### config.mk
export PLATFORM = sky130hd
export DESIGN_NAME = vga_sync_gen
export DESIGN_NICKNAME = d
export VERILOG_FILES = /design/src/rtl/vga_sync_gen.sv
export SDC_FILE = /design/constraint.sdc
export NUM_CORES = 1
export LEC_CHECK = 0
export CELL_PAD_IN_SITES_DETAIL_PLACEMENT = 1
export CELL_PAD_IN_SITES_GLOBAL_PLACEMENT = 1
export CORE_UTILIZATION = 34
export CTS_BUF_LIST = sky130_fd_sc_hd__clkbuf_16
export DETAILED_ROUTE_END_ITERATION = 10
export MAX_ROUTING_LAYER = met4
export PLACE_DENSITY = 0.74
export SYNTH_ARGS = -nofsm -noshare
export SYNTH_HDL_FRONTEND = slang
export SYNTH_SLANG_ARGS = --single-unit
### constraint.sdc
create_clock -name i_Clk -period 2.2 [get_ports i_Clk]
set_input_delay 0.55 -clock i_Clk [delete_from_list [all_inputs] [get_ports i_Clk]]
set_output_delay 0.55 -clock i_Clk [all_outputs]
set_load 0.03 [all_outputs]
### src/rtl/vga_sync_gen.sv
// vga_sync_gen: VGA timing source. Produces registered column/row counts,
// active-low HSync/VSync, active-video flag and line/frame start strobes,
// all describing the same pixel position in every cycle.
// Optional feature macro: VGA_SYNC_FRAME_COUNT_EN adds an 8-bit o_Frame_Count.
module vga_sync_gen #(
    parameter int unsigned TOTAL_COLS    = 800,
    parameter int unsigned TOTAL_ROWS    = 525,
    parameter int unsigned ACTIVE_COLS   = 640,
    parameter int unsigned ACTIVE_ROWS   = 480,
    parameter int unsigned H_FRONT_PORCH = 16,
    parameter int unsigned H_SYNC_WIDTH  = 96,
    parameter int unsigned V_FRONT_PORCH = 10,
    parameter int unsigned V_SYNC_WIDTH  = 2
) (
    input  logic       i_Clk,
    input  logic       i_Reset,
    input  logic       i_Enable,
    output logic       o_HSync,
    output logic       o_VSync,
    output logic [9:0] o_Col_Count,
    output logic [9:0] o_Row_Count,
    output logic       o_Active,
    output logic       o_Line_Start,
    output logic       o_Frame_Start
`ifdef VGA_SYNC_FRAME_COUNT_EN
    ,
    output logic [7:0] o_Frame_Count
`endif
);

    localparam int unsigned CNT_W = 10;
    // One extra bit so window ends up to 1024 compare without truncation.
    localparam int unsigned CMP_W = CNT_W + 1;

    localparam logic [CNT_W-1:0] COL_LAST = CNT_W'(TOTAL_COLS - 1);
    localparam logic [CNT_W-1:0] ROW_LAST = CNT_W'(TOTAL_ROWS - 1);

    localparam logic [CMP_W-1:0] ACT_COLS = CMP_W'(ACTIVE_COLS);
    localparam logic [CMP_W-1:0] ACT_ROWS = CMP_W'(ACTIVE_ROWS);
    localparam logic [CMP_W-1:0] HS_START = CMP_W'(ACTIVE_COLS + H_FRONT_PORCH);
    localparam logic [CMP_W-1:0] HS_END   = CMP_W'(ACTIVE_COLS + H_FRONT_PORCH + H_SYNC_WIDTH);
    localparam logic [CMP_W-1:0] VS_START = CMP_W'(ACTIVE_ROWS + V_FRONT_PORCH);
    localparam logic [CMP_W-1:0] VS_END   = CMP_W'(ACTIVE_ROWS + V_FRONT_PORCH + V_SYNC_WIDTH);

    logic [CNT_W-1:0] r_col;
    logic [CNT_W-1:0] r_row;
    logic             r_hsync;
    logic             r_vsync;
    logic             r_active;
    logic             r_line_start;
    logic             r_frame_start;

    logic             w_col_wrap;
    logic [CNT_W-1:0] w_col_next;
    logic [CNT_W-1:0] w_row_next;
    logic [CMP_W-1:0] w_col_cmp;
    logic [CMP_W-1:0] w_row_cmp;
    logic             w_hsync_next;
    logic             w_vsync_next;
    logic             w_active_next;
    logic             w_line_start_next;
    logic             w_frame_start_next;

    // Next position and its decoded syncs/strobes, so outputs align with counts.
    always_comb begin
        w_col_wrap         = (r_col == COL_LAST);
        w_col_next         = w_col_wrap ? '0 : r_col + CNT_W'(1);
        w_row_next         = r_row;
        if (w_col_wrap) begin
            w_row_next     = (r_row == ROW_LAST) ? '0 : r_row + CNT_W'(1);
        end
        w_col_cmp          = CMP_W'(w_col_next);
        w_row_cmp          = CMP_W'(w_row_next);
        w_hsync_next       = !((w_col_cmp >= HS_START) && (w_col_cmp < HS_END));
        w_vsync_next       = !((w_row_cmp >= VS_START) && (w_row_cmp < VS_END));
        w_active_next      = (w_col_cmp < ACT_COLS) && (w_row_cmp < ACT_ROWS);
        w_line_start_next  = (w_col_next == '0);
        w_frame_start_next = w_line_start_next && (w_row_next == '0);
    end

    // Position/sync registers: reset parks at the last pixel, enable advances.
    always_ff @(posedge i_Clk) begin
        if (i_Reset) begin
            r_col         <= COL_LAST;
            r_row         <= ROW_LAST;
            r_hsync       <= 1'b1;
            r_vsync       <= 1'b1;
            r_active      <= 1'b0;
            r_line_start  <= 1'b0;
            r_frame_start <= 1'b0;
        end else if (i_Enable) begin
            r_col         <= w_col_next;
            r_row         <= w_row_next;
            r_hsync       <= w_hsync_next;
            r_vsync       <= w_vsync_next;
            r_active      <= w_active_next;
            r_line_start  <= w_line_start_next;
            r_frame_start <= w_frame_start_next;
        end else begin
            r_line_start  <= 1'b0;
            r_frame_start <= 1'b0;
        end
    end

`ifdef VGA_SYNC_FRAME_COUNT_EN
    logic [7:0] r_frame_count;

    // Frame counter bumps on the same edge that raises the frame strobe.
    always_ff @(posedge i_Clk) begin
        if (i_Reset) begin
            r_frame_count <= '0;
        end else if (i_Enable && w_frame_start_next) begin
            r_frame_count <= r_frame_count + 8'(1);
        end
    end

    assign o_Frame_Count = r_frame_count;
`endif

    assign o_HSync       = r_hsync;
    assign o_VSync       = r_vsync;
    assign o_Col_Count   = r_col;
    assign o_Row_Count   = r_row;
    assign o_Active      = r_active;
    assign o_Line_Start  = r_line_start;
    assign o_Frame_Start = r_frame_start;

endmodule

==> metrics.yaml <==
antenna_cells: 0
power_uw: 1590
r2r_slack_ns: 0.07
first_pass_iters: 4
rows: 25
p_per_area_nw_per_um2: 661
grt_max_degree: 18
synth-seq-area-share_pct: 29.9
grt_pass1_vias: 1745
async_reset_ff_share_pct: 0
synthCells: 226
die_area_um2: 5210
start_util_pct: 35.5
die_x_um: 72.2
synth_top_family_by_area: "simple AND/OR/NAND/NOR gates"
grtUsageTotal_pct: 22.4
place_hpwl_um: 4110
cts_buffers: 3
portBuffers: 27
synth_adder_area_share_pct: 2.24
peakVddDrop_uv: 406
cts.clk_slew.worst_paths_ns: 0.07
start_kind: "flop"
finalSetupTns_ns: 0
worstReg2RegStart: "o_Col_Count[6]"
ios: 28
postSynthAreaPerCell_um2: 7.41
vias: 1891
syn_area_um2: 1680
ys_ff_latch: 25
hold_depth: 1
hold_viol: 0
max_clock_freq_mhz: 469
antenna_found_initial: 0
cap_viol_max_count: 0
gp_congestion: 0.900
synth_xor_area_share_pct: 5.75
muxShareOfSynthArea_pct: 1.79
arrival_ns: 2.34
r2r_end: "o_Frame_Start"
wl_um: 5540
worstPathMaxFanout: 6
drive_above_1_share_pct: 22.8
hold_path_end: "o_Active"
skew_ns: 0.00768
area_growth_pct: 43.8
power_leakage_uw: 0.000914
first_iter_violations: 99
synth-simple-area-share_pct: 29.3
h-tree-depth: 1
vias_per_cell: 5.58
clock_sinks: 25
cts_buffer_depth: 2
maxSlewViolCount: 0
tightest_slew_ns: 0.494
outcome: "completed"
max_slew_margin_pct: 66.8
synth.distinct_cells: 52
required_ns: 2.41
cts_tree: "done"
setup_viol: 0
worstSetupPathType: "flop to flop"
r2r_cells: 6
grt_pass1_wl_um: 8930
syn-num-nets: 232
finalNetCount: 279
synth_edf_count: 0
cts_hold_buf: 0
ys_warn_count: 0
hp-class: "flop to flop"
coreArea_um2: 4720
period_share_pct: 96.9
rsz0062_at_grt: "true"
wire_per_inst_um: 16.3
die_y_um: 72.2
postRouteAntennaNets: 0
layout_min_cycle_time_ns: 2.13
overflow: 0
whs_ns: 0.492
cts_root_buffer: "clkbuf_16"
synth_compound_area_share_pct: 24.0
clock_latency_ns: 0.26
drc: 0
final_util_pct: 51.0
min-delay-start: "o_Active"
synth-main-ff-cell: "dfxtp_1"
end_kind: "flop"
-- logic make-up (layout without fill, tap and decap cells) --
kind of cell / Yosys count / in the layout
DFF: 25 / 25
AOI/OAI and AO/OA: 64 / 64
and+or+nand+nor: 92 / 92
xor gates and xnor gates: 11 / 11
muxes: 3 / 3
buffers and inverters: 28 / 74
adders and majority gates: 3 / 3
-- layer usage --
metal	share of wire (%)	vias up	global-route usage (%)
met4	1.3	0	5.66
met1	49	924	32.0
met3	3.0	8	2.22
li1	-	919	-
met5	0	-	-
met2	46	40	34.0
-- worst max-delay path by stage --
stage | startpoint | slack (ns) | cells after the start | endpoint
floorplan | o_Col_Count[6] | -0.05 | 8 | o_Frame_Start
global placement | o_Col_Count[6] | 0.05 | 6 | o_Frame_Start
detailed placement | o_Col_Count[6] | -0.03 | 6 | o_Frame_Start
CTS | o_Col_Count[6] | 0.02 | 6 | o_Frame_Start
global route | o_Row_Count[1] | -0.01 | 7 | o_Active
finish | o_Col_Count[6] | 0.07 | 6 | o_Frame_Start
-- flip-flops by register name (all words and copies together) (netlist names) --
| name | flops |
|---|---|
| o_Col_Count | 10 |
| o_Row_Count | 10 |
| o_Active | 1 |
| o_Frame_Start | 1 |
| o_HSync | 1 |
| o_Line_Start | 1 |
| o_VSync | 1 |
-- final cells by class --
type                            instances  area (um2)
Fill cell                             580        2310
Multi-Input combinational cell        173        1140
Timing Repair Buffer                   63         563
Sequential cell                        25         517
Tap cell                               67        83.8
Clock buffer                            3        75.1
Inverter                                7        26.3
Clock inverter                          1        3.75
-- synth_stat cells (2+ instances only) --
master    number  area share, %
a21oi_1       16            4.8
a31oi_1        5            1.9
and3_1         3            1.1
and4_1         3            1.6
buf_2          3           0.90
clkbuf_1      15            3.4
dfxtp_1       25             30
ha_1           3            2.2
inv_1          7            1.6
mux2i_1        3            1.8
nand2_1       21            4.7
nand3_1        8            2.4
nand4_1        4            1.5
nor2_1        18            4.0
nor2b_1        2           0.75
nor3_1        10            3.0
nor4_1         3            1.1
nor4b_1        3            1.6
o211ai_1       3            1.3
o21a_1         2           0.90
o21ai_0       20            6.0
o311ai_0       2            1.0
o31a_1         2            1.0
o31ai_1        2           0.90
or2_2          3            1.1
or3_1          3            1.1
or4_1          3            1.3
xnor2_1        7            3.7
xor2_1         4            2.1
-- report_power, final --
part | switching [uW] | internal (uW) | leakage, uW
clock | 165 | 243 | 0.0000423
sequential | 24.9 | 483 | 0.000204
combinational | 386 | 292 | 0.000668
-- critical path, stage by stage, from the launching register on --
cell and delay [ns]:
dfxtp_4 0.34, or2_4 0.25, or4_4 0.54, o31a_1 0.28
o22a_1 0.19, a2111oi_2 0.27, and4_1 0.21
-- cell usage in the layout, fill, tap and decap left out, drive strengths merged, types with 5 or more instances in the layout --
cell and instances:
a31oi 5, clkdlybuf4s50 26, xnor2 7, a21oi 16, inv 8, dfxtp 25, buf 36, nor3 10
nor2 18, nand2 21, o21ai 20, nand3 8
-- per-stage QoR --
step                      area (um2)  setup WS (ns)  cells
after floorplan                 1720        -0.0467    226
after global placement          2250         0.0478    334
after detailed placement        2250        -0.0261    334
after CTS                       2340         0.0237    338
after global routing            2410        -0.0117    339
final                           2410         0.0685    339
-- timing repair --
action	CTS	global route
setup buffers	0	1
resized for setup	3	13
pin swaps	0	6
setup endpoints to repair	3	8
Power figures use the tool's default switching activity.
